<file path="src/rtl/mem_arbiter_pkg.sv">
// Shared types and constants for the I/D memory arbiter.
// Optional round-robin arbitration: define MEM_ARB_RR_EN.
package mem_arbiter_pkg;

  localparam int XLEN = 32;
  localparam int TIMEOUT_DEF = 255;
  localparam logic [XLEN-1:0] NOP = 32'h0000_0013;

  localparam logic [2:0] MEM_B  = 3'b000;
  localparam logic [2:0] MEM_H  = 3'b001;
  localparam logic [2:0] MEM_W  = 3'b010;
  localparam logic [2:0] MEM_BU = 3'b100;
  localparam logic [2:0] MEM_HU = 3'b101;

  typedef enum logic [1:0] {
    IDLE,
    GNT_I,
    GNT_D,
    RESP
  } arb_state_e;

endpackage

</file>
<file path="src/rtl/mem_arbiter_if.sv">
// Backing-memory bus: req held until a one-cycle ack.
// Arbiter drives as master, memory responds as slave.
interface mem_arbiter_if;
  import mem_arbiter_pkg::*;

  logic            req;
  logic            we;
  logic [XLEN-1:0] addr;
  logic [XLEN-1:0] wdata;
  logic [3:0]      wstrb;
  logic [XLEN-1:0] rdata;
  logic            ack;

  modport master (
    output req, we, addr, wdata, wstrb,
    input  rdata, ack
  );

  modport slave (
    input  req, we, addr, wdata, wstrb,
    output rdata, ack
  );

endinterface

</file>
<file path="src/rtl/mem_align.sv">
// Byte-lane formatting for stores and load extraction.
// Purely combinational; flags misaligned or undefined modes.
module mem_align
  import mem_arbiter_pkg::*;
(
  input  logic [2:0]      mode,
  input  logic [1:0]      addr_lo,
  input  logic [XLEN-1:0] wdata,
  input  logic [XLEN-1:0] rdata,
  output logic [XLEN-1:0] wdata_sh,
  output logic [3:0]      wstrb,
  output logic [XLEN-1:0] rdata_ext,
  output logic            misalign
);

  logic [XLEN-1:0] rsh;

  // Lane shift/strobe for stores, extract/extend for loads
  always_comb begin
    rsh       = rdata >> {addr_lo, 3'b000};
    wdata_sh  = '0;
    wstrb     = '0;
    rdata_ext = '0;
    misalign  = 1'b0;
    unique case (mode)
      MEM_B, MEM_BU: begin
        wdata_sh  = {24'b0, wdata[7:0]} << {addr_lo, 3'b000};
        wstrb     = 4'b0001 << addr_lo;
        rdata_ext = (mode == MEM_B) ?
                    {{24{rsh[7]}}, rsh[7:0]} :
                    {24'b0, rsh[7:0]};
      end
      MEM_H, MEM_HU: begin
        misalign  = addr_lo[0];
        wdata_sh  = {16'b0, wdata[15:0]} << {addr_lo[1], 4'b0000};
        wstrb     = 4'b0011 << {addr_lo[1], 1'b0};
        rdata_ext = (mode == MEM_H) ?
                    {{16{rsh[15]}}, rsh[15:0]} :
                    {16'b0, rsh[15:0]};
      end
      MEM_W: begin
        misalign  = |addr_lo;
        wdata_sh  = wdata;
        wstrb     = 4'b1111;
        rdata_ext = rsh;
      end
      default: misalign = 1'b1;
    endcase
  end

endmodule

</file>
<file path="src/rtl/mem_arbiter.sv">
// Arbitrates fetch (I) and MEM-stage (D) over one memory bus.
// Define MEM_ARB_RR_EN for round-robin, else D has priority.
module mem_arbiter
  import mem_arbiter_pkg::*;
#(
  parameter int TIMEOUT = TIMEOUT_DEF
) (
  input  logic            clk,
  input  logic            rst_n,
  input  logic            i_req,
  input  logic [XLEN-1:0] i_addr,
  output logic [XLEN-1:0] i_rdata,
  output logic            i_done,
  input  logic            d_req,
  input  logic            d_we,
  input  logic [2:0]      d_mode,
  input  logic [XLEN-1:0] d_addr,
  input  logic [XLEN-1:0] d_wdata,
  output logic [XLEN-1:0] d_rdata,
  output logic            d_done,
  output logic            d_err,
  mem_arbiter_if.master   bus
);

  localparam int CW = $clog2(TIMEOUT + 1);
  localparam logic [CW-1:0] TLAST = CW'(TIMEOUT - 1);

  arb_state_e      state;
  logic [CW-1:0]   tcnt;
  logic [2:0]      cur_mode;
  logic [1:0]      cur_lo;
  logic            cur_bad;
  logic            grant_d;
  logic            grant_i;
  logic [2:0]      al_mode;
  logic [1:0]      al_lo;
  logic [XLEN-1:0] al_wdata;
  logic [3:0]      al_wstrb;
  logic [XLEN-1:0] al_rdata;
  logic            al_bad;
  logic            unused_ok;

  assign unused_ok = ^i_addr[1:0];

  // Format from live inputs at grant, from latched copy after
  assign al_mode = (state == IDLE) ? d_mode : cur_mode;
  assign al_lo   = (state == IDLE) ? d_addr[1:0] : cur_lo;

  mem_align u_align (
    .mode      (al_mode),
    .addr_lo   (al_lo),
    .wdata     (d_wdata),
    .rdata     (bus.rdata),
    .wdata_sh  (al_wdata),
    .wstrb     (al_wstrb),
    .rdata_ext (al_rdata),
    .misalign  (al_bad)
  );

`ifdef MEM_ARB_RR_EN
  logic last_d;

  // Remember which side won the most recent grant
  always_ff @(posedge clk) begin
    if (!rst_n) begin
      last_d <= 1'b1;
    end else if (state == IDLE) begin
      if (grant_d)      last_d <= 1'b1;
      else if (grant_i) last_d <= 1'b0;
    end
  end

  assign grant_d = d_req & ~(i_req & last_d);
`else
  assign grant_d = d_req;
`endif
  assign grant_i = i_req & ~grant_d;

  // Grant, bus transaction, timeout abort and done pulse
  always_ff @(posedge clk) begin
    if (!rst_n) begin
      state     <= IDLE;
      tcnt      <= '0;
      cur_mode  <= '0;
      cur_lo    <= '0;
      cur_bad   <= 1'b0;
      bus.req   <= 1'b0;
      bus.we    <= 1'b0;
      bus.addr  <= '0;
      bus.wdata <= '0;
      bus.wstrb <= '0;
      i_rdata   <= '0;
      d_rdata   <= '0;
      i_done    <= 1'b0;
      d_done    <= 1'b0;
      d_err     <= 1'b0;
    end else begin
      i_done <= 1'b0;
      d_done <= 1'b0;
      d_err  <= 1'b0;
      unique case (state)
        IDLE: begin
          tcnt <= '0;
          if (grant_d) begin
            state     <= GNT_D;
            cur_mode  <= d_mode;
            cur_lo    <= d_addr[1:0];
            cur_bad   <= al_bad;
            bus.req   <= ~al_bad;
            bus.we    <= d_we & ~al_bad;
            bus.addr  <= {d_addr[XLEN-1:2], 2'b00};
            bus.wdata <= d_we ? al_wdata : '0;
            bus.wstrb <= (d_we & ~al_bad) ? al_wstrb : 4'b0;
          end else if (grant_i) begin
            state     <= GNT_I;
            bus.req   <= 1'b1;
            bus.we    <= 1'b0;
            bus.addr  <= {i_addr[XLEN-1:2], 2'b00};
            bus.wdata <= '0;
            bus.wstrb <= 4'b0;
          end
        end
        GNT_I: begin
          if (bus.ack) begin
            state   <= RESP;
            bus.req <= 1'b0;
            i_done  <= 1'b1;
            i_rdata <= bus.rdata;
          end else if (tcnt == TLAST) begin
            state   <= RESP;
            bus.req <= 1'b0;
            i_done  <= 1'b1;
            i_rdata <= NOP;
          end else begin
            tcnt <= tcnt + CW'(1);
          end
        end
        GNT_D: begin
          if (cur_bad) begin
            state   <= RESP;
            d_done  <= 1'b1;
            d_err   <= 1'b1;
            d_rdata <= '0;
          end else if (bus.ack) begin
            state     <= RESP;
            bus.req   <= 1'b0;
            bus.we    <= 1'b0;
            bus.wstrb <= 4'b0;
            d_done    <= 1'b1;
            d_rdata   <= bus.we ? '0 : al_rdata;
          end else if (tcnt == TLAST) begin
            state     <= RESP;
            bus.req   <= 1'b0;
            bus.we    <= 1'b0;
            bus.wstrb <= 4'b0;
            d_done    <= 1'b1;
            d_err     <= 1'b1;
            d_rdata   <= '0;
          end else begin
            tcnt <= tcnt + CW'(1);
          end
        end
        RESP: state <= IDLE;
        default: state <= IDLE;
      endcase
    end
  end

endmodule

</file>
<file path="src/flat_wrapper.sv">
// flat-port wrapper written by rule: the top's interface ports become plain ports
module mem_arbiter_flat import mem_arbiter_pkg::*;
#(
  parameter int TIMEOUT = TIMEOUT_DEF
)
  (clk, rst_n, i_req, i_addr, i_rdata, i_done, d_req, d_we, d_mode, d_addr, d_wdata, d_rdata, d_done, d_err, bus_req, bus_we, bus_addr, bus_wdata, bus_wstrb, bus_rdata, bus_ack);
  mem_arbiter_if bus_i ();
  input  logic clk;
  input  logic rst_n;
  input  logic i_req;
  input  logic [XLEN-1:0] i_addr;
  output logic [XLEN-1:0] i_rdata;
  output logic i_done;
  input  logic d_req;
  input  logic d_we;
  input  logic [2:0] d_mode;
  input  logic [XLEN-1:0] d_addr;
  input  logic [XLEN-1:0] d_wdata;
  output logic [XLEN-1:0] d_rdata;
  output logic d_done;
  output logic d_err;
  output wire logic [$bits(bus_i.req)-1:0] bus_req;
  output wire logic [$bits(bus_i.we)-1:0] bus_we;
  output wire logic [$bits(bus_i.addr)-1:0] bus_addr;
  output wire logic [$bits(bus_i.wdata)-1:0] bus_wdata;
  output wire logic [$bits(bus_i.wstrb)-1:0] bus_wstrb;
  input wire logic [$bits(bus_i.rdata)-1:0] bus_rdata;
  input wire logic [$bits(bus_i.ack)-1:0] bus_ack;
  assign bus_req = bus_i.req;
  assign bus_we = bus_i.we;
  assign bus_addr = bus_i.addr;
  assign bus_wdata = bus_i.wdata;
  assign bus_wstrb = bus_i.wstrb;
  assign bus_i.rdata = bus_rdata;
  assign bus_i.ack = bus_ack;
  mem_arbiter #(.TIMEOUT(TIMEOUT)) u_core (.clk(clk), .rst_n(rst_n), .i_req(i_req), .i_addr(i_addr), .i_rdata(i_rdata), .i_done(i_done), .d_req(d_req), .d_we(d_we), .d_mode(d_mode), .d_addr(d_addr), .d_wdata(d_wdata), .d_rdata(d_rdata), .d_done(d_done), .d_err(d_err), .bus(bus_i));
endmodule
</file>
<file path="config.mk">
export PLATFORM = sky130hd
export DESIGN_NAME = mem_arbiter_flat
export DESIGN_NICKNAME = d
export VERILOG_FILES = /design/src/rtl/mem_arbiter_pkg.sv /design/src/rtl/mem_arbiter_if.sv /design/src/rtl/mem_align.sv /design/src/rtl/mem_arbiter.sv /design/src/flat_wrapper.sv
export SDC_FILE = /design/constraint.sdc
export NUM_CORES = 1
export LEC_CHECK = 0
export BUFFER_PORTS_ARGS = -buffer_cell sky130_fd_sc_hd__buf_4
export CAP_MARGIN = 20
export CORE_ASPECT_RATIO = 1.75
export CORE_MARGIN = 5
export CORE_UTILIZATION = 25
export DETAILED_ROUTE_END_ITERATION = 7
export GPL_ROUTABILITY_DRIVEN = 0
export SETUP_SLACK_MARGIN = 0.4
export SYNTH_ARGS = -nofsm -noshare
export SYNTH_HDL_FRONTEND = slang
export SYNTH_SLANG_ARGS = --single-unit
</file>
<file path="constraint.sdc">
create_clock -name clk -period 3.42 [get_ports clk]
set_clock_uncertainty 0.1 [all_clocks]
set_input_delay 0 -clock clk [delete_from_list [all_inputs] [get_ports clk]]
set_output_delay 0 -clock clk [all_outputs]
set_load 0.005 [all_outputs]
</file>
==> results of run 1 <==
==> Yosys cell counts (5+ instances only) <==
| cell type | n | share of area [%] |
|---|---|---|
| o221ai_1 | 6 | 0.77 |
| nor2_1 | 98 | 5.4 |
| a22oi_1 | 62 | 6.8 |
| xnor2_1 | 6 | 0.77 |
| nand3_1 | 16 | 1.2 |
| o21ai_1 | 13 | 0.95 |
| clkbuf_1 | 39 | 2.1 |
| inv_1 | 15 | 0.82 |
| o221a_2 | 5 | 0.82 |
| buf_2 | 10 | 0.73 |
| o22a_1 | 7 | 0.90 |
| nor3_1 | 5 | 0.37 |
| a222oi_1 | 8 | 1.2 |
| a21oi_1 | 13 | 0.95 |
| ha_1 | 6 | 1.1 |
| a211oi_1 | 33 | 3.6 |
| o21a_1 | 9 | 0.99 |
| dfxtp_1 | 151 | 44 |
| mux2i_1 | 38 | 5.6 |
| o21ai_0 | 44 | 3.2 |
| nand2_1 | 84 | 4.6 |
| a32oi_1 | 17 | 2.2 |
| o41ai_1 | 5 | 0.64 |
| nand3b_1 | 5 | 0.55 |
==> final cells by class <==
type / count / area share [%]
clock buffer: 18 / 3.93
timing repair buffer: 425 / 31.8
clock inverter: 14 / 0.985
inverter: 17 / 0.571
multi-input combinational: 544 / 31.5
sequential: 151 / 27.0
antenna: 1 / 0.0224
tap: 369 / 4.13
==> repair_timing <==
action / in CTS / in global routing
buffers inserted: 2 / 0
hold buffers: 141 / 0
pin swaps: 2 / 0
endpoints found under the setup margin: 13 / 53
endpoints found under the hold margin: 141 / 0
gates resized for setup: 0 / 5
==> critical path: cells and delay by family (launching register included) <==
family | cells | cell delay (ns)
and+or+nand+nor | 2 | 0.99
DFF | 1 | 0.34
buffers and inverters | 2 | 0.44
AOI/OAI and AO/OA | 2 | 0.57
adders and majority gates | 1 | 0.37
==> registers in the layout, indices dropped and copies added, names as in the netlist, 2 cells and up <==
| signal | cells |
|---|---|
| u_core.state | 2 |
| u_core.bus.addr | 30 |
| u_core.tcnt | 8 |
| u_core.cur_mode | 3 |
| u_core.d_rdata | 32 |
| u_core.bus.wstrb | 4 |
| u_core.i_rdata | 32 |
| u_core.bus.wdata | 32 |
| u_core.cur_lo | 2 |
==> power by group <==
group,internal (mW),total (mW),switching [mW],leakage [nW]
Sequential,2.06,2.26,0.197,1.23
Clock,0.963,1.78,0.820,0.278
Combinational,1.31,2.97,1.66,3.24
==> cells by family after synthesis <==
kind of cell,Yosys count
AO/OA/AOI/OAI,245
XOR/XNOR,6
adder cells (fa/ha/maj),6
buffers and inverters,75
flip-flops,151
multiplexers,45
other,1
AND/OR/NAND/NOR,240
==> per-layer routing <==
metal	wire [um]	track usage [%]	vias up
li1	-	-	3604
met2	14500	31.7	264
met5	0	0	-
met3	1460	3.44	65
met4	1270	9.43	0
met1	10400	19.5	3485
==> final timing paths <==
kind	from	slack, ns	to
hold reg to reg	u_core.bus.wdata[16]	0.35	u_core.bus.wdata[16]
setup reg to reg	u_core.state[0]	0.53	u_core.d_rdata[21]
setup / recovery	u_core.state[0]	0.53	u_core.d_rdata[21]
hold / removal	bus_rdata[30]	0.28	u_core.d_rdata[30]
==> through the flow <==
stage | util, % | cell area, sq um
3_3_place_gp | 33.8 | 9180
2_1_floorplan | - | 6850
4_1_cts | 41.1 | 11200
6_report | 41.2 | 11200
3_5_place_dp | 33.8 | 9180
5_1_grt | 41.2 | 11200
==> cells in the final DEF, fill, tap and decap left out, drive strengths merged, types with 4 or more instances in the layout <==
cell type,instances
ha,6
nor2,99
o41ai,5
a21oi,17
o21ai,57
mux2i,42
o22a,7
clkbuf,18
o21a,9
nand3b,5
a32oi,17
buf,284
nand2,86
dfxtp,151
and2,4
nor3,7
a222oi,8
dlygate4sd3,141
nand3,16
clkinv,7
a211oi,34
a22oi,63
o221ai,8
o221a,5
nand2b,4
inv,24
xnor2,6
==> results.json, run 1 <==
{
  "status": "completed",
  "clock_sinks": 151,
  "fp.dieArea_sq_mm": 0.0309,
  "worst_slew_pin_slew_ns": 0.949,
  "htreeDepth": 4,
  "r2r_cells": 7,
  "ys_ff_latch": 151,
  "ys_warn_count": 0,
  "rsz0062_at_grt": "true",
  "synth_flop_cell": "dfxtp_1",
  "synth_top_family_by_area": "compound AO/OA/AOI/OAI gates",
  "grtUsageTotal_pct": 17.7,
  "synth_compound_area_share_pct": 26.7,
  "drive_above_1_share_pct": 30.3,
  "layout_min_cycle_time_ns": 2.89,
  "end_kind": "flip-flop",
  "place_ws_ns": 0.356,
  "worstPathMaxFanout": 22,
  "setup_viol_count_final": 0,
  "synth-seq-area-share_pct": 44.2,
  "fin_crit_sh_pct": 84.5,
  "rows": 80,
  "synthMuxAreaShare_pct": 6.97,
  "vias": 7418,
  "drt_iter0_drc": 443,
  "placed_cells": 1363,
  "syn-cell-area_sq_mm": 0.00684,
  "arrival_ns": 3.14,
  "path_class": "reg2reg",
  "cts_buffers": 17,
  "synth_xor_area_share_pct": 0.768,
  "worstPathCellList": "inv_1 -> ha_2 -> buf_4 -> nor3b_2 -> o21ai_1 -> or3_1 -> o221ai_1",
  "max_stage_delay_ns": 0.64,
  "clock.fmax_mhz": 346,
  "synth_simple_gate_area_share_pct": 15.4,
  "grt_pass1_wl_um": 42900,
  "synth_edf_count": 0,
  "ir_worst_vdd_uv": 365,
  "clockBufferDepth": 2,
  "tns_ns": 0,
  "grt_overflow": 0,
  "syn_to_final_growth_pct": 63.3,
  "fillCellCount": 2659,
  "nets": 1299,
  "clk_pin_slew_ns": 0.07,
  "power.leakage_nw": 4.75,
  "start_util_pct": 25.2,
  "power_mw": 7.01,
  "hold_depth": 4,
  "routedWlPerCell_um": 17.9,
  "regArea_sq_mm": 0.00302,
  "cts_tree": "done",
  "core-area_sq_mm": 0.0271,
  "async_flop_share_pct": 0,
  "multi_input_area_sq_mm": 0.00352,
  "dp_hpwl_um": 19800,
  "critPathSlowestCell": "or3_1",
  "synthAdderAreaFrac_pct": 1.10,
  "die_h_um": 229,
  "cp.required_ns": 3.67,
  "grt_max_degree": 61,
  "antenna_found_initial": 1,
  "clkLatencyLatePin_ns": 0.44,
  "wl_um": 27600,
  "grt_pass1_vias": 7681,
  "p_per_area_mw_per_mm2": 627,
  "drv_cap": 0,
  "io_pins": 274,
  "setup_ws_ns": 0.529,
  "hold_viol": 0,
  "root_buffer": "clkbuf_16",
  "ys_types": 66,
  "worst_hold_slack_ns": 0.277,
  "finalMaxSlewViolations": 0,
  "drtPass1Iterations": 5,
  "holdCritPathClass": "in2reg",
  "layoutNonFillerInstCount": 1539,
  "die_x_um": 135,
  "avgSynthCellArea_sq_um": 8.90,
  "start_kind": "flip-flop",
  "synth_cells": 769,
  "portBuffers": 269,
  "drt_drc_violations_left": 0,
  "avgViaCountPerCell": 4.82,
  "slew_headroom_pct": 35.1,
  "postRouteAntennaNets": 0
}
(Power assumes the default switching activity.)
==> run 2, diff against run 1 <==
Clock period 3.42 ns to 2.9 ns, I/O delays scaled along.
==> run 2 against run 1 <==
  * Hold slack improved by 0.0062 ns
  * Largest cell class unchanged
  * Worst setup slack got worse by 0.021 ns
  * Total power up 22%
  * Sequential cell count did not move
  * Critical path depth increased by 2
  * Maximum frequency grew 21%
  * Sequential share of layout area shrank 0.43 points
==> results.json, run 2 (synthesis gave the netlist of run 1 again) <==
{
  "drv_cap": 0,
  "hold_viol": 0,
  "rrSetupSlack_ns": 0.51,
  "r2r_cells": 9,
  "tns_ns": 0,
  "end_kind": "flip-flop",
  "cts_tree": "done",
  "io_pins": 274,
  "switching_share_pct": 37.5,
  "syn_to_final_growth_pct": 66.0,
  "worstPathCellList": "inv_1 -> ha_4 -> buf_4 -> mux2i_2 -> nand2_4 -> o221a_2 -> a22oi_2 -> buf_4 -> o221ai_1",
  "status": "completed",
  "start_kind": "flip-flop",
  "clock_power_share_pct": 25.7,
  "wl_um": 27600,
  "grtUsageTotal_pct": 17.5,
  "fp.dieArea_sq_mm": 0.0309,
  "finalMaxSlewViolations": 0,
  "drt_drc_violations_left": 0,
  "drive_above_1_share_pct": 31.3,
  "p_switching_mw": 3.21,
  "cts_buffers": 17,
  "rows": 80,
  "critical_path.endpoint": "u_core.d_rdata[21]",
  "portBuffers": 269,
  "worst_hold_slack_ns": 0.283,
  "clockBufferDepth": 2,
  "cp.required_ns": 3.10,
  "grt_pass1_vias": 7674,
  "slew_headroom_pct": 52.1,
  "r2r-start": "u_core.state[0]",
  "root_buffer": "clkbuf_16",
  "postRouteAntennaNets": 0,
  "final_cell_mix": "buf_4, dfxtp_1, dlygate4sd3_1, nor2_1, nand2_1",
  "regArea_sq_mm": 0.00302,
  "p_int_mw": 5.34,
  "dp_hpwl_um": 19700,
  "clkLatencyLatePin_ns": 0.44,
  "crit_family": "compound AO/OA/AOI/OAI gates",
  "nets": 1313,
  "p_per_area_mw_per_mm2": 753,
  "seqPwrFrac_pct": 31.0,
  "critPathSlowestCell": "dfxtp_1",
  "avgViaCountPerCell": 4.82,
  "layout_commonest_cell": "buf_4",
  "clk_pin_slew_ns": 0.07,
  "clock_sinks": 151,
  "multi_input_area_sq_mm": 0.00355,
  "path_buf_inv": 3,
  "reg2reg_to": "u_core.d_rdata[21]",
  "start_util_pct": 25.2,
  "clock.fmax_mhz": 418,
  "ir_worst_vdd_uv": 557,
  "layout_min_cycle_time_ns": 2.39,
  "pwr-share-comb_pct": 43.3,
  "max_stage_delay_ns": 0.34,
  "crit_path_start": "u_core.state[0]",
  "grt_max_degree": 61,
  "fillCellCount": 2640,
  "die_x_um": 135,
  "routedWlPerCell_um": 17.8,
  "die_h_um": 229,
  "core-area_sq_mm": 0.0271,
  "holdCritPathClass": "in2reg",
  "arrival_ns": 2.59,
  "crit_top_cell": "buf_4",
  "drt_iter0_drc": 354,
  "worstPathMaxFanout": 16,
  "worst_slew_pin_slew_ns": 0.714,
  "antenna_found_initial": 2,
  "setup_viol_count_final": 0,
  "drtPass1Iterations": 7,
  "htreeDepth": 4,
  "reg_top3": "u_core.bus.wdata x32, u_core.d_rdata x32, u_core.i_rdata x32",
  "power.leakage_nw": 4.85,
  "fin_crit_sh_pct": 82.5,
  "vias": 7490,
  "path_class": "reg2reg",
  "rsz0062_at_grt": "true",
  "grt_pass1_wl_um": 42500,
  "cp.depth": 9,
  "grt_overflow": 0
}
## run 2: what timing repair did
action,in CTS,in global routing
resized for setup,2,9
endpoints found under the hold margin,140,0
setup endpoints to repair,69,39
setup buffers,0,2
pin swaps,0,2
hold buffers,140,0
## run 2: stage by stage
stage          utilization, %  setup slack (ns)  cells  instance area [sq um]  power (mW)
2_1_floorplan               -             0.555    770                   6850        4.72
3_3_place_gp             34.2             0.151   1377                   9280        6.02
3_5_place_dp             34.2             0.125   1377                   9280        6.05
4_1_cts                  41.5             0.439   1549                  11300        8.51
5_1_grt                  41.9             0.379   1554                  11400        9.07
6_report                 41.9             0.508   1554                  11400        8.55
## run 2: cell type report
class                   count  share of cell area (%)
diodes                      2                  0.0441
clock buffers              18                    3.87
clock inverters            14                    1.20
inverters                  17                   0.562
multi-input cells         544                    31.2
flip-flops and latches    151                    26.6
well taps                 369                    4.06
repair buffers            439                    32.4
## run 2: worst min path at each step
stage                     cells past startpoint  slack [ns]          start                   end
after global placement                        3        0.17    d_wdata[31]  u_core.bus.wdata[31]
after detailed placement                      3        0.18   bus_rdata[3]     u_core.i_rdata[3]
after floorplan                               2        0.04      d_mode[2]    u_core.cur_mode[2]
final                                         4        0.28  bus_rdata[25]    u_core.d_rdata[25]
after CTS                                     4        0.26  bus_rdata[25]    u_core.d_rdata[25]
after global routing                          4        0.29     d_wdata[5]   u_core.bus.wdata[5]
## run 2: power by group through the flow
stage | registers, mW | clock network (mW) | logic (mW)
2_1_floorplan | 2.69 | 0 | 2.04
3_3_place_gp | 2.69 | 0 | 3.33
3_5_place_dp | 2.69 | 0 | 3.36
4_1_cts | 2.65 | 2.26 | 3.60
5_1_grt | 2.69 | 2.35 | 4.03
6_report | 2.65 | 2.20 | 3.71
## run 2: metal layers
metal,up-vias,wire (um),GRT usage [%]
met4,0,1270,8.98
met3,73,1550,3.88
met5,-,0,0
met1,3504,10300,18.6
li1,3636,-,-
met2,277,14500,31.8
## run 2: worst min-delay path, delay by kind of cell
family | cells | cell delay (ns)
compound gates | 2 | 0.14
buf+inv | 2 | 0.65
